### config.mk
export PLATFORM = sky130hd
export DESIGN_NAME = logic_gate_unit_flat
export DESIGN_NICKNAME = d
export VERILOG_FILES = /design/src/rtl/logic_gate_unit_if.sv /design/src/rtl/logic_gate_unit.sv /design/src/flat_wrapper.sv
export SDC_FILE = /design/constraint.sdc
export NUM_CORES = 1
export LEC_CHECK = 0
export BUFFER_PORTS_ARGS = -buffer_cell sky130_fd_sc_hd__buf_2
export CORE_MARGIN = 2
export CORE_UTILIZATION = 45
export CTS_CLUSTER_SIZE = 10
export DETAILED_ROUTE_END_ITERATION = 6
export PLACE_DENSITY = 0.68
export RECOVER_POWER = 50
export SETUP_SLACK_MARGIN = 0.4
export SYNTH_ARGS = -nofsm -noshare
export SYNTH_HDL_FRONTEND = slang
export SYNTH_HIERARCHICAL = 1
export SYNTH_SLANG_ARGS = --single-unit
### constraint.sdc
create_clock -name clk -period 2.95 [get_ports clk]
set_input_delay 0.295 -clock clk [delete_from_list [all_inputs] [get_ports clk]]
set_output_delay 0.295 -clock clk [all_outputs]
set_load 0.01 [all_outputs]
### src/rtl/logic_gate_unit_if.sv
// Handshake bundle for logic_gate_unit: operand beats in, registered results out.
interface logic_gate_unit_if #(
    parameter int WIDTH = 8,
    parameter int LANES = 2
);
    logic [2:0]             op;
    logic                   acc_mode;
    logic                   in_valid;
    logic                   in_ready;
    logic [WIDTH*LANES-1:0] in_data;
    logic                   in_last;
    logic                   out_valid;
    logic                   out_ready;
    logic [WIDTH-1:0]       out_data;
    logic                   out_last;

    modport master (
        output op, acc_mode, in_valid, in_data, in_last, out_ready,
        input  in_ready, out_valid, out_data, out_last
    );

    modport slave (
        input  op, acc_mode, in_valid, in_data, in_last, out_ready,
        output in_ready, out_valid, out_data, out_last
    );
endinterface

### src/rtl/logic_gate_unit.sv
// Registered multi-lane bitwise gate with run-time op select and optional
// per-packet accumulation; one output register, full 1 beat/cycle throughput.
module lgu_fold_stage #(
    parameter int WIDTH = 8
) (
    input  logic [WIDTH-1:0] operand,
    input  logic [WIDTH-1:0] and_i,
    input  logic [WIDTH-1:0] or_i,
    input  logic [WIDTH-1:0] xor_i,
    output logic [WIDTH-1:0] and_o,
    output logic [WIDTH-1:0] or_o,
    output logic [WIDTH-1:0] xor_o
);
    assign and_o = and_i & operand;
    assign or_o  = or_i  | operand;
    assign xor_o = xor_i ^ operand;
endmodule

module logic_gate_unit #(
    parameter int WIDTH = 8,
    parameter int LANES = 2
) (
    input  logic              clk,
    input  logic              rst,
    logic_gate_unit_if.slave  bus
);
    typedef enum logic [0:0] {S_IDLE, S_ACCUM} state_t;

    state_t             state_q, state_d;
    logic [WIDTH-1:0]   acc_q, acc_d;
    logic [2:0]         op_q, op_d;
    logic               out_valid_q, out_valid_d;
    logic [WIDTH-1:0]   out_data_q, out_data_d;
    logic               out_last_q, out_last_d;

    // Running reductions across lanes; element k holds the fold of lanes 0..k.
    logic [LANES-1:0][WIDTH-1:0] and_c, or_c, xor_c;
    logic [WIDTH-1:0]            lane0;

    assign lane0    = bus.in_data[WIDTH-1:0];
    assign and_c[0] = lane0;
    assign or_c[0]  = lane0;
    assign xor_c[0] = lane0;

    for (genvar k = 1; k < LANES; k++) begin : g_lane
        lgu_fold_stage #(.WIDTH(WIDTH)) u_stage (
            .operand (bus.in_data[k*WIDTH +: WIDTH]),
            .and_i   (and_c[k-1]),
            .or_i    (or_c[k-1]),
            .xor_i   (xor_c[k-1]),
            .and_o   (and_c[k]),
            .or_o    (or_c[k]),
            .xor_o   (xor_c[k])
        );
    end

    logic             accept;
    logic             emit;
    logic [2:0]       eff_op;
    logic [WIDTH-1:0] beat_base;
    logic [WIDTH-1:0] acc_next;
    logic             invert;

    assign bus.in_ready  = !rst && (!out_valid_q || bus.out_ready);
    assign bus.out_valid = out_valid_q;
    assign bus.out_data  = out_data_q;
    assign bus.out_last  = out_last_q;
    assign accept        = bus.in_valid && bus.in_ready;

    // Mid-packet op changes are ignored: ACCUM works from the op latched on the first beat.
    // ACCUM is only entered with acc_mode=1, so the state itself carries the latched mode.
    always_comb begin
        eff_op = (state_q == S_ACCUM) ? op_q : bus.op;

        case (eff_op)
            3'd0, 3'd3: beat_base = and_c[LANES-1];
            3'd1, 3'd4: beat_base = or_c[LANES-1];
            3'd2, 3'd5: beat_base = xor_c[LANES-1];
            default:    beat_base = lane0;
        endcase

        if (state_q == S_ACCUM) begin
            case (eff_op)
                3'd0, 3'd3: acc_next = acc_q & beat_base;
                3'd1, 3'd4: acc_next = acc_q | beat_base;
                3'd2, 3'd5: acc_next = acc_q ^ beat_base;
                default:    acc_next = beat_base;
            endcase
        end else begin
            acc_next = beat_base;
        end

        invert = (eff_op == 3'd3) || (eff_op == 3'd4) ||
                 (eff_op == 3'd5) || (eff_op == 3'd7);
    end

    always_comb begin
        state_d     = state_q;
        acc_d       = acc_q;
        op_d        = op_q;
        out_valid_d = out_valid_q && !bus.out_ready;
        out_data_d  = out_data_q;
        out_last_d  = out_last_q;
        emit        = 1'b0;

        if (accept) begin
            if (state_q == S_IDLE) begin
                if (!bus.acc_mode) begin
                    emit = 1'b1;
                end else begin
                    acc_d = acc_next;
                    op_d  = bus.op;
                    if (bus.in_last) emit = 1'b1;
                    else             state_d = S_ACCUM;
                end
            end else begin
                acc_d = acc_next;
                if (bus.in_last) begin
                    emit    = 1'b1;
                    state_d = S_IDLE;
                end
            end
        end

        if (emit) begin
            out_valid_d = 1'b1;
            out_data_d  = invert ? ~acc_next : acc_next;
            out_last_d  = 1'b1;
        end
    end

    always_ff @(posedge clk) begin
        if (rst) begin
            state_q     <= S_IDLE;
            acc_q       <= '0;
            op_q        <= '0;
            out_valid_q <= 1'b0;
            out_data_q  <= '0;
            out_last_q  <= 1'b0;
        end else begin
            state_q     <= state_d;
            acc_q       <= acc_d;
            op_q        <= op_d;
            out_valid_q <= out_valid_d;
            out_data_q  <= out_data_d;
            out_last_q  <= out_last_d;
        end
    end
endmodule

### src/flat_wrapper.sv
// flat-port wrapper written by rule: the top's interface ports become plain ports
module logic_gate_unit_flat 
#(
    parameter int WIDTH = 8,
    parameter int LANES = 2
)
  (clk, rst, bus_op, bus_acc_mode, bus_in_valid, bus_in_data, bus_in_last, bus_out_ready, bus_in_ready, bus_out_valid, bus_out_data, bus_out_last);
  logic_gate_unit_if #(.WIDTH(WIDTH), .LANES(LANES)) bus_i ();
  input  logic clk;
  input  logic rst;
  input wire logic [$bits(bus_i.op)-1:0] bus_op;
  input wire logic [$bits(bus_i.acc_mode)-1:0] bus_acc_mode;
  input wire logic [$bits(bus_i.in_valid)-1:0] bus_in_valid;
  input wire logic [$bits(bus_i.in_data)-1:0] bus_in_data;
  input wire logic [$bits(bus_i.in_last)-1:0] bus_in_last;
  input wire logic [$bits(bus_i.out_ready)-1:0] bus_out_ready;
  output wire logic [$bits(bus_i.in_ready)-1:0] bus_in_ready;
  output wire logic [$bits(bus_i.out_valid)-1:0] bus_out_valid;
  output wire logic [$bits(bus_i.out_data)-1:0] bus_out_data;
  output wire logic [$bits(bus_i.out_last)-1:0] bus_out_last;
  assign bus_i.op = bus_op;
  assign bus_i.acc_mode = bus_acc_mode;
  assign bus_i.in_valid = bus_in_valid;
  assign bus_i.in_data = bus_in_data;
  assign bus_i.in_last = bus_in_last;
  assign bus_i.out_ready = bus_out_ready;
  assign bus_in_ready = bus_i.in_ready;
  assign bus_out_valid = bus_i.out_valid;
  assign bus_out_data = bus_i.out_data;
  assign bus_out_last = bus_i.out_last;
  logic_gate_unit #(.WIDTH(WIDTH), .LANES(LANES)) u_core (.clk(clk), .rst(rst), .bus(bus_i));
endmodule
After elaboration in Yosys (flattened, before gate mapping)
Index checks and enable logic that the tools add are counted.
{ "totals": {"reg_bits": 22, "latchBits": 0, "ramBits": 0, "mem_bits_ro": 0, "in_bits": 25, "elab_cells": 52, "mem_count": 0} }
{ "op_classes": {"add_sub_neg": 0, "mul": 0, "div_mod_pow": 0, "order_cmp": 0, "eq_ne": 6, "n_shift": 0, "muxes": 15, "bitwise_logic": 8, "reduce_logical": 17} }
{ "ops": {"columns": ["op", "count"], "rows": [
  ["$pmux W8 S3", 2],
  ["$mux W8", 4],
  ["$and A8 B8 Y8", 2],
  ["$or A8 B8 Y8", 2],
  ["$xor A8 B8 Y8", 2],
  ["$eq A3 B3 Y1 const B", 3],
  ["$mux W1", 8],
  ["$not A8 Y8", 1],
  ["$eq A3 B2 Y1 const B", 2],
  ["$reduce_or A2 Y1", 3],
  ["$logic_or A1 B1 Y1", 4],
  ["$eq A3 B1 Y1 const B", 1],
  ["$logic_and A1 B1 Y1", 3],
  ["$logic_not A1 Y1", 3],
  ["$logic_not A3 Y1", 1],
  ["$mux W3", 1],
  ["$reduce_and A3 Y1", 1],
  ["$reduce_and A2 Y1", 1],
  ["$reduce_bool A2 Y1", 1],
  ["$not A1 Y1", 1]
]} }

Depth between registers and ports, before layout
{ "depth": {"depth_word": 9, "depth_mapped": 13, "ltp_nobuf": 11} }

By module
The synthesis kept the hierarchy.
{ "modules_own_cells": {"columns": ["module", "instances", "cells_per_inst", "area_per_inst_um2"], "rows": [
  ["logic_gate_unit", 1, 220, 1905.6],
  ["lgu_fold_stage", 1, 24, 178.9]
]} }

Least setup slack after synthesis
No wires, ideal clock.
{ "synth_path": {"kind": "reg-to-reg", "startpoint": "register u_core.state_q", "endpoint": "register u_core.out_data_q[3] (netlist: u_core/bus.out_data[3])", "arrival_time_ns": 2.714, "required_time_ns": 2.828, "slack_ns": 0.114, "path_stages_with_launch": 12, "n_path_buf": 1, "path_cell_list": "dfxtp_1 > buf_6 > mux2i_4 > nor3_4 > or2_4 > a222oi_1 > nand2_1 > ha_1 > a221o_1 > a21oi_1 > a31oi_1 > a221o_1"} }
{ "synth_between": {"elab_chain_cells": 9, "word_cells_on_any_way": 24, "classes_between": "6 x eq/ne; 7 x mux; 4 x bitwise; 7 x reduce/logical"} }
{ "synth_lines": {"columns": ["element", "line", "rtl"], "rows": [
  ["start, declared", "logic_gate_unit.sv:29", "state_t state_q, state_d;"],
  ["start signal, assigned", "logic_gate_unit.sv:141", "state_q <= state_d;"],
  ["$mux W3", "logic_gate_unit.sv:73", "eff_op = (state_q == S_ACCUM) ? op_q : bus.op;"],
  ["$eq A3 B2 Y1, or another cell as far along", "logic_gate_unit.sv:75, logic_gate_unit.sv:83", null],
  ["$reduce_or A2 Y1", "logic_gate_unit.sv:75, logic_gate_unit.sv:83", null],
  ["$pmux W8 S3", "logic_gate_unit.sv:75", "case (eff_op)"],
  ["$xor A8 B8 Y8, or another cell as far along", "logic_gate_unit.sv:86", "3'd2, 3'd5: acc_next = acc_q ^ beat_base;"],
  ["$pmux W8 S3", "logic_gate_unit.sv:83", "case (eff_op)"],
  ["$mux W8", "logic_gate_unit.sv:82", "if (state_q == S_ACCUM) begin"],
  ["$not A8 Y8", "logic_gate_unit.sv:127", "out_data_d = invert ? ~acc_next : acc_next;"],
  ["$mux W8", "logic_gate_unit.sv:127", null],
  ["end signal, assigned", "logic_gate_unit.sv:145", "out_data_q <= out_data_d;"],
  ["end, declared", "logic_gate_unit.sv:33", "logic [WIDTH-1:0] out_data_q, out_data_d;"]
]} }
Parallel ways exist; a longest one is shown, timed or not.
A chain may end at the register's enable or synchronous reset.

Worst setup path after layout
Ends and elaborated chain as after synthesis.

==> results.yml <==
synth:
  synth_commonest_cells: "nor2_1 (28), dfxtp_1 (22), nand4_1 (14)"
  synth.distinct_cells: 46
  netlist.area_leader.share_pct: 21.1
  synth_edf_count: 0
  synth_fp_nets: 277
  ys_ff_latch: 22
  syn_area_um2: 2080
  yosysMostFrequentCell: "nor2_1"
  synth.area.top_cells: "dfxtp_1 (21%), nor2_1 (5.0%), ha_1 (4.8%)"
  ys_warn_count: 6
  syn_avg_cell_area_um2: 8.54
  syn_inst: 244
  synth-async-reset-ratio_pct: 0
  seq_area_frac_synth_pct: 21.1
  synthFlopType: "dfxtp_1"
  synth_top_cell_by_area: "dfxtp_1"
floorplanning:
  die_h_um: 72.1
  io_pins: 36
  die_area_um2: 5190
  die_w_um: 72.1
  fp.coreArea_um2: 4410
  core.rowCount: 24
  start_util_pct: 47.2
critical_path:
  cpMaxStageDelayCell: "dfxtp_4"
  cpPeakStageDelay_ns: 0.44
  critPathMaxFanout: 8
  worstPathCellList: "mux2i_4 -> buf_6 -> nor3_4 -> or2_4 -> a222oi_1 -> nand2_1 -> ha_4 -> a221o_1 -> a21oi_2 -> a31oi_4 -> a221o_1"
  arrival_ns: 3.10
  cpMostUsedCell: "a221o_1"
  end_kind: "register"
  required_ns: 3.10
  cp-start-kind: "register"
  path_class: "register to register"
cts:
  cts.sinks: 22
  h-tree-depth: 1
  clk_latency_ns: 0.26
  hold_buffers: 0
  clkSlewWorstSetupHoldPaths_ns: 0.08
  cts_tree: "done"
  cts_made_buffers: 3
  cts_root_buffer: "clkbuf_8"
  cts_buffer_depth: 2
run_status:
  run_status: "finished, final reports clean"
cells_and_area:
  fill_cells: 363
  multi_input_area_um2: 1760
  postLayoutCellArea_um2: 2790
  drive_gt1_share_pct: 40.9
  regArea_um2: 445
  syn_to_final_growth_pct: 34.0
  fin_nets: 342
  antenna_cells: 0
timing:
  max_freq_mhz: 339
  fin_skew_ns: 0.00637
  slew_headroom_pct: 49.0
  setup_violations: 0
  rsz0062_at_grt: "yes"
  max_slew.worst_pin.slew_ns: 0.760
  min_period_over_period_pct: 99.9
  final_hold_viol_count: 0
  period_needed_ns: 2.95
  final_max_slew_viol_count: 0
global_route:
  grt.total_usage_pct: 21.2
  antenna_found_initial: 0
  grt-busiest-layer: "met2"
  grt_max_degree: 18
  grt_pass1_vias: 1843
  gr-usage-met1_pct: 30.6
  overflow: 0
  grt_first_pass_wirelength_mm: 8.91
  grtUsageMet2_pct: 34.7
  use_met3_pct: 0.972
drt:
  vias_per_cell: 5.94
  avgRoutedWirePerCell_um: 16.5
  drt_first_pass_iters: 4
  wirelength_mm: 5.94
  drc: 0
  postRouteAntennaNets: 0
  dr_total_vias: 2140
  drt_iter0_drc: 213
place:
  placed_area_um2: 2360
  io_buffer_count: 35
  place_congestion: 0.799
  dp_hpwl_mm: 3.84
power:
  ir_drop_mv: 0.326
  leakage_nw: 1.15
  total_power_w: 0.00113
  power.density_nw_per_um2: 403
run:
  max_cap_violations: 0
worst_hold_path:
  hp-class: "input pin to register"
[flip-flops by register name (all words and copies together) (netlist names)]
signal                cells
u_core/acc_q              8
u_core/bus.out_data       8
u_core/op_q               3
u_core/bus.out_last       1
u_core/bus.out_valid      1
u_core/state_q            1
[worst max-delay path: cells and delay by family, from the launching register on]
kind            cells  cell delay (ns)
compound gates      5             1.22
fa+ha+maj           1             0.28
buf+inv             1             0.14
flops               1             0.44
mux                 1             0.30
simple gates        3             0.46
[report_power, final]
part / total [W] / leakage, nW / internal, W / switching [W]
logic: 0.000567 / 0.942 / 0.000276 / 0.000291
registers: 0.000347 / 0.181 / 0.000324 / 0.0000223
clock network: 0.000211 / 0.0288 / 0.000119 / 0.0000927
[cells by family after synthesis]
family,synth area share [%]
XOR/XNOR,6.42
flip-flops,21.1
buffers and inverters,3.72
AND/OR/NAND/NOR,27.6
AO/OA/AOI/OAI,28.4
multiplexers,7.98
adder cells (fa/ha/maj),4.80
[metrics by stage]
step / worst slack (ns) / TNS, ns / hold WS, ns / utilization [%] / std cells
after floorplan: 0.214 / 0 / 0.368 / - / 244
after global placement: 0.0408 / 0 / 0.448 / 53.4 / 331
after detailed placement: 0.0309 / 0 / 0.458 / 53.4 / 331
after CTS: 0.133 / 0 / 0.309 / 60.0 / 354
after global routing: -0.104 / -0.328 / 0.347 / 63.3 / 360
final: 0.00431 / 0 / 0.311 / 63.3 / 360
[area by class of cell]
cell class	count	share of cell area (%)
timing repair buffer	72	16.7
tap	52	2.33
sequential	22	15.9
multi-input combinational	209	62.9
clock buffer	4	1.97
inverter	1	0.134
[placed cells by master (no fill, tap or decap), drive strengths merged, types with 2 or more instances in the layout]
master and n:
o21ai 3, nand2 12, a2bb2oi 3, nand3 2
ha 8, clkbuf 14, nand4 14, o21a 12
dfxtp 22, o31ai 7, a22o 4, nor3 7
a211oi 7, mux2i 10, nor2b 3, a22oi 8
a21o 4, o211ai 7, xor2 8, or2 13
or3 4, mux2 3, a21oi 10, xnor2 3
buf 62, nor2 28, a221o 6, and2 18
[metal layers]
layer,vias to the layer above,routed length [um]
met4,0,89
li1,1040,-
met5,-,0
met2,74,2830
met1,1018,2700
met3,8,320
[what timing repair did]
| action | 4_1_cts | 5_1_grt |
|---|---|---|
| setup endpoints to repair | 16 | 16 |
| buffers inserted | 18 | 6 |
| gates resized for setup | 15 | 20 |
| gates cloned | 1 | 0 |
| pin swaps | 19 | 14 |
[final timing paths]
kind,start,to,slack [ns],cells past startpoint
worst max register to register,u_core/state_q,u_core/bus.out_data[3],0.004,11
worst min-delay path,bus_out_ready,u_core/bus.out_valid,0.31,3
worst max-delay path,u_core/state_q,u_core/bus.out_data[3],0.004,11
worst min register to register,u_core/bus.out_last,u_core/bus.out_last,0.48,2
(Power assumes the default switching activity.)
